===== src/rtl/sub_pkg.sv =====
// Shared types and sizing helpers for the bit-serial subtractor.
package sub_pkg;

    typedef enum logic [1:0] {
        IDLE = 2'd0,
        RUN  = 2'd1,
        DONE = 2'd2
    } state_t;

    // Bit count of a counter that has to reach w without wrapping.
    function automatic int unsigned cnt_width(input int unsigned w);
        return $unsigned($clog2(w + 1));
    endfunction

endpackage


===== src/rtl/fullsub.sv =====
// Gate-level 1-bit full subtractor: d = x - y - bi, with borrow-out bo.
module fullsub (
    input  wire x,
    input  wire y,
    input  wire bi,
    output wire d,
    output wire bo
);

    wire xy_c;
    wire nx_c;
    wire nxy_c;
    wire t1_c;
    wire t2_c;

    xor g_xy  (xy_c, x, y);
    xor g_d   (d, xy_c, bi);
    not g_nx  (nx_c, x);
    and g_t1  (t1_c, nx_c, y);
    not g_nxy (nxy_c, xy_c);
    and g_t2  (t2_c, nxy_c, bi);
    or  g_bo  (bo, t1_c, t2_c);

endmodule


===== src/rtl/serial_subtractor.sv =====
// Bit-serial subtractor: diff = a - b - bin, one bit per clock, LSB first,
// through a single full-subtractor cell with a registered borrow.
module serial_subtractor
    import sub_pkg::*;
#(
    parameter int unsigned WIDTH = 8
) (
    input  logic             clk,
    input  logic             rst_n,
    input  logic             start,
    input  logic [WIDTH-1:0] a,
    input  logic [WIDTH-1:0] b,
    input  logic             bin,
    output logic             busy,
    output logic             done,
    output logic [WIDTH-1:0] diff,
    output logic             bout,
    output logic             ovf
);

    localparam int unsigned CW = cnt_width(WIDTH);

    state_t           state_q, state_d;
    logic [CW-1:0]    cnt_q, cnt_d;
    logic [WIDTH-1:0] a_sh_q, a_sh_d;
    logic [WIDTH-1:0] b_sh_q, b_sh_d;
    logic [WIDTH-1:0] r_sh_q, r_sh_d;
    logic             brw_q, brw_d;
    logic             a_msb_q, a_msb_d;
    logic             b_msb_q, b_msb_d;
    logic             busy_q, busy_d;
    logic             done_q, done_d;
    logic [WIDTH-1:0] diff_q, diff_d;
    logic             bout_q, bout_d;
    logic             ovf_q, ovf_d;

    logic             d_c;
    logic             bo_c;
    logic [WIDTH-1:0] r_next_c;

    fullsub u_cell (
        .x  (a_sh_q[0]),
        .y  (b_sh_q[0]),
        .bi (brw_q),
        .d  (d_c),
        .bo (bo_c)
    );

    // New result bit enters at the MSB so the LSB-first stream lands in place.
    assign r_next_c = (r_sh_q >> 1) | (WIDTH'(d_c) << (WIDTH - 1));

    always_comb begin
        state_d = state_q;
        cnt_d   = cnt_q;
        a_sh_d  = a_sh_q;
        b_sh_d  = b_sh_q;
        r_sh_d  = r_sh_q;
        brw_d   = brw_q;
        a_msb_d = a_msb_q;
        b_msb_d = b_msb_q;
        diff_d  = diff_q;
        bout_d  = bout_q;
        ovf_d   = ovf_q;
        done_d  = 1'b0;

        case (state_q)
            IDLE: begin
                if (start) begin
                    a_sh_d  = a;
                    b_sh_d  = b;
                    brw_d   = bin;
                    cnt_d   = '0;
                    a_msb_d = a[WIDTH-1];
                    b_msb_d = b[WIDTH-1];
                    state_d = RUN;
                end
            end
            RUN: begin
                a_sh_d = a_sh_q >> 1;
                b_sh_d = b_sh_q >> 1;
                r_sh_d = r_next_c;
                brw_d  = bo_c;
                // Results are loaded on the edge into DONE so they are valid with done.
                if (cnt_q == CW'(WIDTH - 1)) begin
                    state_d = DONE;
                    diff_d  = r_next_c;
                    bout_d  = bo_c;
                    ovf_d   = (a_msb_q != b_msb_q) && (d_c != a_msb_q);
                    done_d  = 1'b1;
                end else begin
                    cnt_d = cnt_q + CW'(1);
                end
            end
            DONE: begin
                state_d = IDLE;
            end
            default: begin
                state_d = IDLE;
            end
        endcase

        busy_d = (state_d != IDLE);
    end

    always_ff @(posedge clk) begin
        if (!rst_n) begin
            state_q <= IDLE;
            cnt_q   <= '0;
            a_sh_q  <= '0;
            b_sh_q  <= '0;
            r_sh_q  <= '0;
            brw_q   <= 1'b0;
            a_msb_q <= 1'b0;
            b_msb_q <= 1'b0;
            busy_q  <= 1'b0;
            done_q  <= 1'b0;
            diff_q  <= '0;
            bout_q  <= 1'b0;
            ovf_q   <= 1'b0;
        end else begin
            state_q <= state_d;
            cnt_q   <= cnt_d;
            a_sh_q  <= a_sh_d;
            b_sh_q  <= b_sh_d;
            r_sh_q  <= r_sh_d;
            brw_q   <= brw_d;
            a_msb_q <= a_msb_d;
            b_msb_q <= b_msb_d;
            busy_q  <= busy_d;
            done_q  <= done_d;
            diff_q  <= diff_d;
            bout_q  <= bout_d;
            ovf_q   <= ovf_d;
        end
    end

    assign busy = busy_q;
    assign done = done_q;
    assign diff = diff_q;
    assign bout = bout_q;
    assign ovf  = ovf_q;

endmodule

===== config.mk =====
export PLATFORM = sky130hd
export DESIGN_NAME = serial_subtractor
export DESIGN_NICKNAME = d
export VERILOG_FILES = /design/src/rtl/sub_pkg.sv /design/src/rtl/fullsub.sv /design/src/rtl/serial_subtractor.sv
export SDC_FILE = /design/constraint.sdc
export NUM_CORES = 1
export LEC_CHECK = 0
export ABC_AREA = 1
export BUFFER_PORTS_ARGS = -buffer_cell sky130_fd_sc_hd__buf_4
export CAP_MARGIN = 20
export CORE_MARGIN = 4
export CORE_UTILIZATION = 61
export CTS_BUF_LIST = sky130_fd_sc_hd__clkbuf_4 sky130_fd_sc_hd__clkbuf_8
export DETAILED_ROUTE_END_ITERATION = 10
export PLACE_DENSITY = 0.95
export SETUP_SLACK_MARGIN = 0.1
export SLEW_MARGIN = 25
export SYNTH_ARGS = -nofsm -noshare
export SYNTH_HDL_FRONTEND = slang
export SYNTH_HIERARCHICAL = 1
export SYNTH_SLANG_ARGS = --single-unit

===== constraint.sdc =====
create_clock -name clk -period 2.3 [get_ports clk]
set_input_delay 0.115 -clock clk [delete_from_list [all_inputs] [get_ports clk]]
set_output_delay 0.115 -clock clk [all_outputs]
set_load 0.005 [all_outputs]

* Word-level counts from Yosys, hierarchy flattened
Index checks and enable logic that the tools add are counted.
** Storage, ports and cells
- Flip-flop bits (word level) :: 45
- Latch bits :: 0
- Bits in writable memories :: 0
- Bits in read-only memories :: 0
- Bits of input ports :: 20
- Output and inout port bits :: 12
- Word-level logic and storage cells :: 50
- Memories kept :: 0
** Operators by class
- Add/subtract/negate cells :: 1
- $mul :: 0
- Divide/modulo/power cells :: 0
- Magnitude comparators :: 0
- Eq/ne operators :: 6
- Shift-type cells :: 0
- Mux-type cells :: 13
- Bitwise gates (word level) :: 8
- Reduce and logical (&&, ||, !) cells :: 9
** Operators with widths (count)
- $pmux W8 S2 :: 2
- $mux W8 :: 2
- $mux W4 :: 2
- $or A7 B8 Y8 :: 1
- $pmux W4 S2 :: 1
- $reduce_and A2 Y1 :: 4
- $add A4 B1 Y4 const B :: 1
- $eq A4 B3 Y1 const B :: 1
- $mux W2 :: 2
- $ne A2 B2 Y1 const B :: 2
- $pmux W2 S2 :: 1
- $reduce_bool A2 Y1 :: 2
- $reduce_and A3 Y1 :: 1
- $and A1 B1 Y1 :: 2
- $eq A2 B1 Y1 const B :: 1
- $logic_not A2 Y1 :: 1
- $mux W1 :: 2
- $ne A1 B1 Y1 :: 2
- $not A1 Y1 :: 2
- $pmux W1 S2 :: 1
- $xor A1 B1 Y1 :: 2
- $logic_and A1 B1 Y1 :: 1
- $or A1 B1 Y1 :: 1

* Logic depth before layout (Yosys ltp)
Gate-level depths: netlist of the first run.
- Word-level depth :: 5
- Gate-level depth with buffers :: 7
- Gate-level depth less buffers :: 7

* By module
Netlist of the first run, hierarchy kept.
** Modules (own cells, without submodules)
- serial_subtractor :: instances 1, cells an instance 213, area an instance 1740.4 um2, sequential area each 880.8 um2
- fullsub :: instances 1, cells an instance 4, area an instance 31.3 um2, sequential area each 0.0 um2

* Worst setup path before layout of the first run
Ideal clock, no wire load.
- Kind :: register -> register
- Start :: register b_sh_q[0]
- End :: register ovf_q (netlist: ovf)
- Library setup time :: 117 ps
- Data arrival time :: 1169 ps
- Required time :: 2183 ps
- Path slack :: 1014 ps
- Cell stages (with the launch flop) :: 8
- Path buffers :: 0
- Clock period less this slack :: 1286 ps
- Cells stage by stage :: dfxtp_1 -> inv_1 -> fa_1 -> inv_1 -> nand2_1 -> o22ai_1 -> nor2_1 -> nor2_1
** Between the ends
- Word-level cells in the longest chain between the ends :: 4
** RTL lines
- start: declaration :: RTL line serial_subtractor.sv:26 : logic [WIDTH-1:0] b_sh_q, b_sh_d;
- start signal: assignment :: RTL line serial_subtractor.sv:124 : b_sh_q <= b_sh_d;
- $xor A1 B1 Y1 :: RTL line fullsub.sv:16 : xor g_xy (xy_c, x, y);
- $xor A1 B1 Y1 :: RTL line fullsub.sv:17 : xor g_d (d, xy_c, bi);
- via d_c :: RTL line serial_subtractor.sv:37 : logic d_c;
- $ne A1 B1 Y1 :: RTL line serial_subtractor.sv:88 : ovf_d = (a_msb_q != b_msb_q) && (d_c != a_msb_q);
- $logic_and A1 B1 Y1 :: RTL line serial_subtractor.sv:88
- end signal: assignment :: RTL line serial_subtractor.sv:133 : ovf_q <= ovf_d;
- end: declaration :: RTL line serial_subtractor.sv:35 : logic ovf_q, ovf_d;
The timed path passes the listed nets, and every way through them passes these cells.
A chain may end at the register's enable or synchronous reset.

* Worst setup path in the final report of the first run
- Start :: register state_q[0]
- End :: register diff_q[4] (netlist: diff[4])
** Between the ends
- Word-level cells in the longest chain between the ends :: 2
** RTL lines
- start: declaration :: RTL line serial_subtractor.sv:23 : state_t state_q, state_d;
- start signal: assignment :: RTL line serial_subtractor.sv:121 : state_q <= state_d;
- $eq A2 B1 Y1 :: RTL line serial_subtractor.sv:66 : case (state_q)
- $reduce_and A2 Y1 (no source line)
- end signal: assignment :: RTL line serial_subtractor.sv:131 : diff_q <= diff_d;
- end: declaration :: RTL line serial_subtractor.sv:33 : logic [WIDTH-1:0] diff_q, diff_d;
Every way passes these cells.

==> results.sh, run 1 <==
export IMPL_combinationalPowerShare=0.112
export IMPL_worstSetupPathType="flop to flop"
export IMPL_firstDrtPassIters=4
export IMPL_final_seq_area_um2=881
export IMPL_initial_antenna_violation_count=0
export IMPL_cts_buffers=5
export IMPL_path_clk_slew_ns=0.13
export IMPL_power_clock_fraction=0.341
export IMPL_grt_overflow_total=0
export IMPL_highest_net_fanout_along_the_worst_path=30
export IMPL_max_capacitance_violation_count=0
export IMPL_cts_repair_resize_count=0
export IMPL_place_worst_setup_slack_ns=0.658
export IMPL_run_status="complete, no violations"
export IMPL_cts_setup_buffers=0
export IMPL_initialDrtViolationCount=40
export IMPL_crit_path_end_kind="flop"
export IMPL_hpwl_um=2360
export IMPL_vdd_ir_drop_worst_mv=0.837
export IMPL_mappedNetlistArea_um2=1770
export IMPL_core_area_um2=2760
export IMPL_report_final_slew_viol_count=0
export IMPL_max_clock_path_buffers=2
export IMPL_layoutNonFillerInstCount=277
export IMPL_synthCells=217
export IMPL_tightest_slew_ns=0.587
export IMPL_worst_endpoint_arrival_ns=1.96
export IMPL_detailroute_via_count=1498
export IMPL_synth_ff_latch_count=44
export IMPL_hp_class="input port to flop"
export IMPL_yosys_warnings=6
export IMPL_final_net_count=267
export IMPL_insertion_delay_ns=0.36
export IMPL_muxShareOfSynthArea=0
export IMPL_nFillCells=198
export IMPL_tritoncts="yes"
export IMPL_report_final_setup_viol=0
export IMPL_ant_nets=0
export IMPL_fp_dieArea_um2=3830
export IMPL_rsz_0062_raised_after_global_routing="false"
export IMPL_cts_root_buf="clkbuf_4"
export IMPL_largest_family_of_logic_cells_by_synthesized_area="compound AO/OA/AOI/OAI gates"
export IMPL_first_global_vias=1337
export IMPL_cts_htree_levels=2
export IMPL_cellInternalPower_w=0.00113
export IMPL_critical_path_startpoint_type="flop"
export IMPL_effective_utilization_at_floorplan=0.642
export IMPL_final_hold_violation_count=0
export IMPL_netSwitchingFraction=0.253
export IMPL_synthesis_area_per_instance_um2=8.16
export IMPL_post_route_drc_count=0
export IMPL_floorplan_rows=19
export IMPL_final_instance_area_um2=2060
export IMPL_power_frac_seq=0.547
export IMPL_final_worst_path_setup_slack_ns=0.609
export IMPL_yosys_area_share_adder=0.0184
export IMPL_cts_sinks=44
export IMPL_worst_endpoint_required_ns=2.57
export IMPL_syn_nets=239
export IMPL_slew_headroom=0.608
export IMPL_power_per_cell_area_nw_per_um2=736
export IMPL_p_switching_w=0.000383
export IMPL_achievable_frequency_mhz=592
export IMPL_die_w_um=61.9
export IMPL_synth_lib_cells_used_distinct=23
export IMPL_finalClockSkew_ns=0.00547
export IMPL_period_minus_slack_ns=1.69
export IMPL_postRouteWirelength_um=3510
export IMPL_grt_pass1_wl_um=5770
export IMPL_avgViaCountPerCell=5.41
export IMPL_ctsHoldBuffers=0
export IMPL_flow_area_growth_from_synthesis_pct=16.2
export IMPL_global_route_usage_sum=0.211
export IMPL_final_layout_size_suffix_gt1_frac=0.211
export IMPL_routabilityCongestion=0.754
export IMPL_synth_simple_area_share=0.178
export IMPL_final_setup_tns_ns=0
export IMPL_synth_compound_gate_area_share=0.222
export IMPL_fin_crit_sh=0.735
export IMPL_design_portCount=32
export IMPL_multi_input_comb_area_um2=741
export IMPL_antennaDiodeCount=0
export IMPL_p_leak_nw=0.859
export IMPL_placed_cell_areas_um2=1970
export IMPL_routed_wire_length_per_instance_um=12.7
export IMPL_io_buffers=31
export IMPL_grt_max_degree=35
export IMPL_ys_seq_area_frac=0.497
export IMPL_yosys_area_share_xor_xnor=0
export IMPL_dieHeight_um=61.9
export IMPL_dp_cells=269
logic make-up (layout without fill, tap and decap cells):
logic type / count (synthesis) / after routing
DFF: 44 / 44
adders and majority gates: 2 / 2
buffers and inverters: 30 / 59
AOI/OAI and AO/OA: 77 / 77
and+or+nand+nor: 64 / 64
synthesized netlist by cell type (all sizes together):
cell type | n | area, um2
nand3 | 14 | 70.1
a211oi | 1 | 7.51
fa | 1 | 20.0
nor2 | 14 | 77.6
buf | 8 | 65.1
ha | 1 | 12.5
clkbuf | 2 | 10.0
dfxtp | 44 | 881
nand4 | 1 | 6.26
inv | 20 | 75.1
nand2 | 34 | 155
o21ai | 47 | 239
or2 | 1 | 6.26
o22ai | 1 | 6.26
a21oi | 28 | 140
path summary, 6_finish.rpt:
check,startpoint,cells after the start,to,slack [ns]
max,state_q[0]$_SDFF_PN0_,5,diff[4]$_SDFFE_PN0P_,0.61
min,b[7],3,b_msb_q$_SDFFE_PN0P_,0.04
max reg2reg,state_q[0]$_SDFF_PN0_,5,diff[4]$_SDFFE_PN0P_,0.61
min reg2reg,a_sh_q[3]$_SDFFE_PN0P_,2,a_sh_q[2]$_SDFFE_PN0P_,0.47
metrics by stage:
step / hold slack [ns] / power, W / util
after floorplan: 0.253 / 0.000969 / -
after global placement: 0.405 / 0.00101 / 0.714
after detailed placement: 0.410 / 0.00101 / 0.714
after CTS: 0.0383 / 0.00152 / 0.746
after global routing: 0.0307 / 0.00158 / 0.746
final: 0.0396 / 0.00152 / 0.746
worst max-delay path: stages (launching register included):
cell and delay (ns):
dfxtp_1 0.40, nand2_4 0.21, inv_1 0.51, nand2_2 0.25
nand3_1 0.14, o21ai_1 0.08
cell type report:
type	count	area share
inverters	20	0.0365
well taps	31	0.0188
multi-input cells	143	0.360
repair buffers	31	0.113
clock buffers	6	0.0249
flip-flops and latches	44	0.428
clock inverters	2	0.0188
power by group through the flow:
stage	sequential (W)	clock [W]	combinational (W)
finish	0.000830	0.000517	0.000169
global route	0.000834	0.000552	0.000196
CTS	0.000829	0.000519	0.000170
detailed placement	0.000846	0	0.000168
global placement	0.000844	0	0.000161
floorplan	0.000840	0	0.000129
layer usage:
metal,share of wire,GRT usage,wire length (um),vias up
li1,-,-,-,779
met1,0.43,0.251,1510,667
met2,0.48,0.336,1690,45
met3,0.064,0.0723,226,7
met4,0.023,0.109,79,0
met5,0,0,0,-
sequential cells by signal, summed over array words and instances, names as in the netlist:
name,flops
diff,8
b_msb_q,1
ovf,1
a_sh_q,8
cnt_q,4
bout,1
b_sh_q,8
busy,1
brw_q,1
done,1
r_sh_q,7
state_q,2
a_msb_q,1
cells in the final DEF, fill, tap and decap left out:
master / netlist / final
inv_2: 2 / 2
dfxtp_1: 44 / 44
o22ai_1: 1 / 1
nand3_1: 14 / 14
buf_4: 0 / 31
nor2_4: 3 / 3
clkbuf_4: 0 / 5
nand4_1: 1 / 1
nor2_2: 1 / 1
a21oi_1: 28 / 28
inv_1: 18 / 18
nand2_2: 2 / 2
nand2_4: 3 / 3
clkinv_4: 0 / 1
nand2_1: 29 / 29
nor2_1: 10 / 10
o21ai_0: 36 / 36
fa_1: 1 / 1
a211oi_1: 1 / 1
bufinv_16: 0 / 1
or2_2: 1 / 1
ha_1: 1 / 1
clkbuf_8: 0 / 1
o21ai_1: 10 / 10
o21ai_2: 1 / 1
No activity file was read; power rests on OpenSTA's default activity.
==> run 2: changes to the inputs <==
- CORE_UTILIZATION: 61 -> 51
- PLACE_DENSITY: 0.95 -> 0.87
- clock period: 2.3 -> 1.4 ns (I/O delays scaled with it)
==> run 2 against run 1 <==
Net effect: the run now ends with setup timing left; sequential share of layout area fell by 2.7 points; sequential power grew 65%; cell area is 7.6% higher; utilization fell by 8.3 points; die area rose by 17%; largest cell class unchanged; highest routed layer unchanged.
==> results.sh, run 2 (synthesis gave the netlist of run 1 again) <==
export IMPL_achievable_frequency_mhz=698
export IMPL_report_final_slew_viol_count=0
export IMPL_worstSetupPathType="flop to flop"
export IMPL_path_delay_family="adder cells"
export IMPL_finalClockSkew_ns=0.0105
export IMPL_worstPathCellList="inv_2, fa_2, inv_2, nand2_1, o22ai_2, nor2_1, nor2_1"
export IMPL_cts_htree_levels=2
export IMPL_final_worst_path_setup_slack_ns=-0.0335
export IMPL_period_minus_slack_ns=1.43
export IMPL_rsz_0062_raised_after_global_routing="true"
export IMPL_grt_max_degree=35
export IMPL_insertion_delay_ns=0.37
export IMPL_fin_crit_sh=1.02
export IMPL_max_capacitance_violation_count=0
export IMPL_vdd_ir_drop_worst_mv=0.717
export IMPL_violations="setup timing"
export IMPL_slew_headroom=0.753
export IMPL_ant_nets=0
export IMPL_core_area_um2=3340
export IMPL_cts_root_buf="clkbuf_4"
export IMPL_flow_area_growth_from_synthesis_pct=25.0
export IMPL_routed_wire_length_per_instance_um=13.0
export IMPL_final_net_count=276
export IMPL_firstDrtPassIters=4
export IMPL_effective_utilization_at_floorplan=0.531
export IMPL_fp_dieArea_um2=4480
export IMPL_avgViaCountPerCell=5.33
export IMPL_run_status="finished with violations"
export IMPL_p_leak_nw=0.918
export IMPL_critical_path_startpoint_type="flop"
export IMPL_path_clk_slew_ns=0.13
export IMPL_detailroute_via_count=1604
export IMPL_crit_path_top_delay_cell="fa_2"
export IMPL_cts_buffers=5
export IMPL_hpwl_um=2470
export IMPL_worst_endpoint_arrival_ns=1.70
export IMPL_max_clock_path_buffers=2
export IMPL_grt_overflow_total=0
export IMPL_final_layout_size_suffix_gt1_frac=0.282
export IMPL_dp_cells=287
export IMPL_dieHeight_um=66.9
export IMPL_first_global_vias=1468
export IMPL_postLayoutCoreUtil=0.664
export IMPL_final_instance_area_um2=2210
export IMPL_cp_slowest_stage_delay_ns=0.59
export IMPL_io_buffers=31
export IMPL_final_hold_violation_count=0
export IMPL_report_final_setup_viol=1
export IMPL_design_portCount=32
export IMPL_worst_endpoint_required_ns=1.67
export IMPL_grt_pass1_wl_um=6540
export IMPL_hp_class="input port to flop"
export IMPL_floorplan_rows=21
export IMPL_mostFrequentLayoutCell="dfxtp_1"
export IMPL_final_setup_tns_ns=-0.0335
export IMPL_initial_antenna_violation_count=0
export IMPL_crit_path_end_kind="flop"
export IMPL_tightest_slew_ns=0.369
export IMPL_global_route_usage_sum=0.192
export IMPL_setup_reg_to_reg_worst_slack_ns=-0.03
export IMPL_highest_net_fanout_along_the_worst_path=3
export IMPL_layoutNonFillerInstCount=301
export IMPL_die_w_um=66.9
export IMPL_hold_worst_slack_ns=0.0128
export IMPL_tritoncts="yes"
export IMPL_initialDrtViolationCount=90
export IMPL_postRouteWirelength_um=3910
export IMPL_layout_common_cells="dfxtp_1 (40), buf_4 (36), o21ai_0 (35)"
export IMPL_placed_cell_areas_um2=2020
export IMPL_routabilityCongestion=0.808
export IMPL_cp_buffers_inverters=2
export IMPL_antennaDiodeCount=0
export IMPL_power_per_cell_area_nw_per_um2=1150
export IMPL_post_route_drc_count=0
export IMPL_cts_sinks=44
[run 2: changes by cell type in the layout (fill, tap and decap cells not counted), moves of 2 or more]
| cell | previous run | this run |
|---|---|---|
| dlygate4sd3_1 | 0 | 2 |
| inv_1 | 18 | 16 |
| dfxtp_1 | 44 | 40 |
| nand2_4 | 3 | 5 |
| buf_4 | 31 | 36 |
| o21ai_2 | 1 | 3 |
| inv_2 | 2 | 4 |
| dfxtp_2 | 0 | 3 |
[run 2: worst min-delay path: cells and delay by family]
kind | cells | cell delay, ns
buffers and inverters | 1 | 0.07
AO/OA/AOI/OAI | 2 | 0.20
[run 2: layout make-up]
type	count	area (um2)
fillers	284	1120
flip-flops and latches	44	888
multi-input cells	144	793
repair buffers	39	310
inverters	20	75.1
well taps	46	57.6
clock buffers	6	51.3
clock inverters	2	38.8
[run 2: repair_timing]
action	CTS	global route
hold buffers	2	0
hold endpoints to repair	2	0
buffers inserted	1	2
resized for setup	3	15
pin swaps	1	7
gates cloned	0	1
endpoints found under the setup margin	3	17
[run 2: power by group]
part           internal, W  leakage, nW  switching (W)
Combinational     0.000147        0.507       0.000186
Sequential         0.00133        0.362      0.0000443
Clock             0.000428       0.0484       0.000424
[run 2: metal layers]
metal	global-route usage	part of all wire	up-vias
li1	-	-	801
met1	0.233	0.43	749
met2	0.316	0.49	48
met3	0.0590	0.062	6
met4	0.0709	0.013	0
met5	0	0	-
[run 2: final timing paths]
path / start / to / cells after the start
worst max-delay path: b_sh_q[0]$_SDFFE_PN0P_ / ovf$_SDFFE_PN0P_ / 7
worst min-delay path: a[4] / a_sh_q[4]$_SDFFE_PN0P_ / 3
worst max register to register: b_sh_q[0]$_SDFFE_PN0P_ / ovf$_SDFFE_PN0P_ / 7
worst min register to register: b_sh_q[3]$_SDFFE_PN0P_ / b_sh_q[2]$_SDFFE_PN0P_ / 2
[run 2: per-stage QoR]
stage	power [W]	setup WS, ns
2_1_floorplan	0.00159	0.114
3_3_place_gp	0.00167	0.0928
3_5_place_dp	0.00168	0.0389
4_1_cts	0.00253	0.0220
5_1_grt	0.00266	-0.0790
6_report	0.00255	-0.0335
==> run 3: changes to the inputs <==
- ABC_AREA: 1 -> not set
- CORE_UTILIZATION: 51 -> 52
- PLACE_DENSITY: 0.87 -> 0.88
- REMOVE_ABC_BUFFERS: not set -> 1
==> run 3 against run 2 <==
Net effect: the flow still finishes with violations (setup timing); cell area rose by 13%; register-to-register slack is essentially flat; final cell count fell by 0.33%; maximum frequency rose by 1.0%; hold slack got worse by 0.0059 ns; sequential share of layout area is 4.4 points lower; setup slack improved by 0.015 ns; global-route usage is 0.37 points higher; first-iteration DRC count increased by 52%; wire length is 5.0% higher; synthesized cell count shrank 6.9%; die area increased by 2.1%; critical path type unchanged; critical endpoint unchanged; largest cell class unchanged.
==> results.sh, run 3 <==
export IMPL_finalClockSkew_ns=0.0114
export IMPL_ys_seq_area_frac=0.476
export IMPL_synth_async_reset_ratio=0
export IMPL_hp_class="input port to flop"
export IMPL_ys_dominant_reg_cell="dfxtp_1"
export IMPL_fin_crit_sh=1.01
export IMPL_final_worst_path_setup_slack_ns=-0.0186
export IMPL_nFillCells=242
export IMPL_tritoncts="yes"
export IMPL_edff_count_synth=0
export IMPL_initialDrtViolationCount=137
export IMPL_first_global_vias=1500
export IMPL_slew_headroom=0.746
export IMPL_final_setup_tns_ns=-0.0186
export IMPL_hpwl_um=2530
export IMPL_core_area_um2=3390
export IMPL_rsz_0062_raised_after_global_routing="true"
export IMPL_synthTopCellsByArea="dfxtp_1 (48%), mux2i_1 (13%), nand2_1 (8.3%)"
export IMPL_die_w_um=67.7
export IMPL_cts_htree_levels=2
export IMPL_final_layout_size_suffix_gt1_frac=0.276
export IMPL_hold_path_depth=3
export IMPL_synthCells=202
export IMPL_critical_path_startpoint_type="flop"
export IMPL_synthTopCellsByCount="dfxtp_1 (44), nand2_1 (41), a21oi_1 (28)"
export IMPL_final_instance_area_um2=2500
export IMPL_period_minus_slack_ns=1.42
export IMPL_synthDominantCellAreaShare=0.476
export IMPL_place_worst_setup_slack_ns=-0.0447
export IMPL_worstPathCellList="inv_2, fa_1, and3b_1, a21oi_2, a211oi_2"
export IMPL_synth_ff_latch_count=44
export IMPL_path_clk_slew_ns=0.13
export IMPL_holdCritStartpoint="b[4]"
export IMPL_report_final_setup_viol=1
export IMPL_flow_area_growth_from_synthesis_pct=34.9
export IMPL_effective_utilization_at_floorplan=0.546
export IMPL_cp_slowest_stage_delay_ns=0.58
export IMPL_max_clock_path_buffers=2
export IMPL_grt_max_degree=41
export IMPL_yosys_warnings=6
export IMPL_final_hold_violation_count=0
export IMPL_run_status="finished with violations"
export IMPL_antennaDiodeCount=0
export IMPL_synthesis_area_per_instance_um2=9.16
export IMPL_mappedNetlistArea_um2=1850
export IMPL_crit_path_top_delay_cell="fa_1"
export IMPL_setup_reg_to_reg_worst_slack_ns=-0.02
export IMPL_floorplan_rows=21
export IMPL_crit_path_end_kind="flop"
export IMPL_p_leak_nw=0.994
export IMPL_fp_dieArea_um2=4580
export IMPL_worstSetupPathType="flop to flop"
export IMPL_worst_endpoint_arrival_ns=1.73
export IMPL_worstRegToRegCells=5
export IMPL_postRouteWirelength_um=4110
export IMPL_report_final_slew_viol_count=0
export IMPL_synth_lib_cells_used_distinct=35
export IMPL_max_capacitance_violation_count=0
export IMPL_io_buffers=31
export IMPL_rr_startpoint="brw_q$_SDFFE_PN0P_"
export IMPL_placed_cell_areas_um2=2140
export IMPL_power_per_cell_area_nw_per_um2=1130
export IMPL_highest_net_fanout_along_the_worst_path=3
export IMPL_synth_largest_area_cell="dfxtp_1"
export IMPL_grt_overflow_total=0
export IMPL_detailroute_via_count=1622
export IMPL_cts_sinks=44
export IMPL_final_net_count=275
export IMPL_insertion_delay_ns=0.37
export IMPL_violations="setup timing"
export IMPL_grt_pass1_wl_um=6660
export IMPL_routabilityCongestion=0.775
export IMPL_ant_nets=0
export IMPL_tightest_slew_ns=0.381
export IMPL_rr_endpoint="ovf$_SDFFE_PN0P_"
export IMPL_vdd_ir_drop_worst_mv=0.595
export IMPL_hold_worst_slack_ns=0.00683
export IMPL_routed_wire_length_per_instance_um=13.7
export IMPL_layout_common_cells="buf_4 (41), nand2_1 (40), dfxtp_1 (37)"
export IMPL_synth_most_common_cell="dfxtp_1"
export IMPL_achievable_frequency_mhz=705
export IMPL_post_route_drc_count=0
export IMPL_report_power_total_w=0.00282
export IMPL_worstHoldEndpoint="b_sh_q[4]$_SDFFE_PN0P_"
export IMPL_global_route_usage_sum=0.195
export IMPL_avgViaCountPerCell=5.41
export IMPL_firstDrtPassIters=4
export IMPL_dieHeight_um=67.7
export IMPL_initial_antenna_violation_count=0
export IMPL_mostFrequentLayoutCell="buf_4"
export IMPL_worst_endpoint_required_ns=1.71
export IMPL_design_portCount=32
export IMPL_cts_root_buf="clkbuf_4"
export IMPL_cts_buffers=5
run 3: changes by cell type in the layout (fill, tap and decap cells not counted), sizes merged, moves of 2 or more:
cell and change:
buf +7, bufinv +2, dlygate4sd3 +11, inv -16, mux2i +24, nand2 +6
nand2b +2, nand3 -12, nor2 -12, nor2b +2, nor3b +2, nor4 +2
o21ai -29
run 3: cell type report:
cell class,count,area (um2),share of cell area
timing repair buffer,58,522,0.209
clock inverter,3,90.1,0.0361
tap,46,57.6,0.0231
clock buffer,5,37.5,0.0150
sequential,44,892,0.357
multi-input combinational,139,878,0.352
inverter,5,18.8,0.00752
run 3: critical path: cells and delay by family (launching register included):
family / cells / cell delay [ns]
adder cells (fa/ha/maj): 1 / 0.58
flip-flops: 1 / 0.36
AO/OA/AOI/OAI: 2 / 0.21
buffers and inverters: 1 / 0.04
AND/OR/NAND/NOR: 1 / 0.18
run 3: worst max-delay path by stage:
stage,from,endpoint,slack (ns),cells past startpoint
after floorplan,state_q[1]$_SDFF_PN0_,bout$_SDFFE_PN0P_,-0.60,3
after global placement,b_sh_q[0]$_SDFFE_PN0P_,ovf$_SDFFE_PN0P_,-0.003,5
after detailed placement,b_sh_q[0]$_SDFFE_PN0P_,ovf$_SDFFE_PN0P_,-0.04,5
after CTS,brw_q$_SDFFE_PN0P_,ovf$_SDFFE_PN0P_,-0.0009,5
after global routing,brw_q$_SDFFE_PN0P_,ovf$_SDFFE_PN0P_,-0.08,5
final,brw_q$_SDFFE_PN0P_,ovf$_SDFFE_PN0P_,-0.02,5
run 3: per-stage QoR:
stage / instances / util
2_1_floorplan: 188 / -
3_3_place_gp: 276 / 0.630
3_5_place_dp: 276 / 0.630
4_1_cts: 299 / 0.728
5_1_grt: 300 / 0.736
6_report: 300 / 0.736
run 3: power by group:
group	switching, W	internal (W)	leakage [nW]	total [W]
Clock	0.000412	0.000735	0.0654	0.00115
Sequential	0.0000347	0.00131	0.363	0.00134
Combinational	0.000159	0.000169	0.566	0.000328
run 3: logic make-up after synthesis:
family	share of synthesized area
muxes	0.130
adders and majority gates	0.0176
DFF	0.476
buffers and inverters	0.0703
AOI/OAI and AO/OA	0.163
and+or+nand+nor	0.143
run 3: what timing repair did:
action | in CTS | in global routing
hold buffers | 13 | 0
buffers inserted | 1 | 1
resized for setup | 12 | 8
endpoints found under the hold margin | 15 | 0
gates cloned | 1 | 0
pin swaps | 3 | 0
setup endpoints to repair | 13 | 21
run 3: layer usage:
metal,vias up,share of wire,track usage
met4,0,0.024,0.0886
met2,54,0.50,0.317
met5,-,0,0
met3,10,0.064,0.0532
met1,759,0.42,0.240
li1,799,-,-
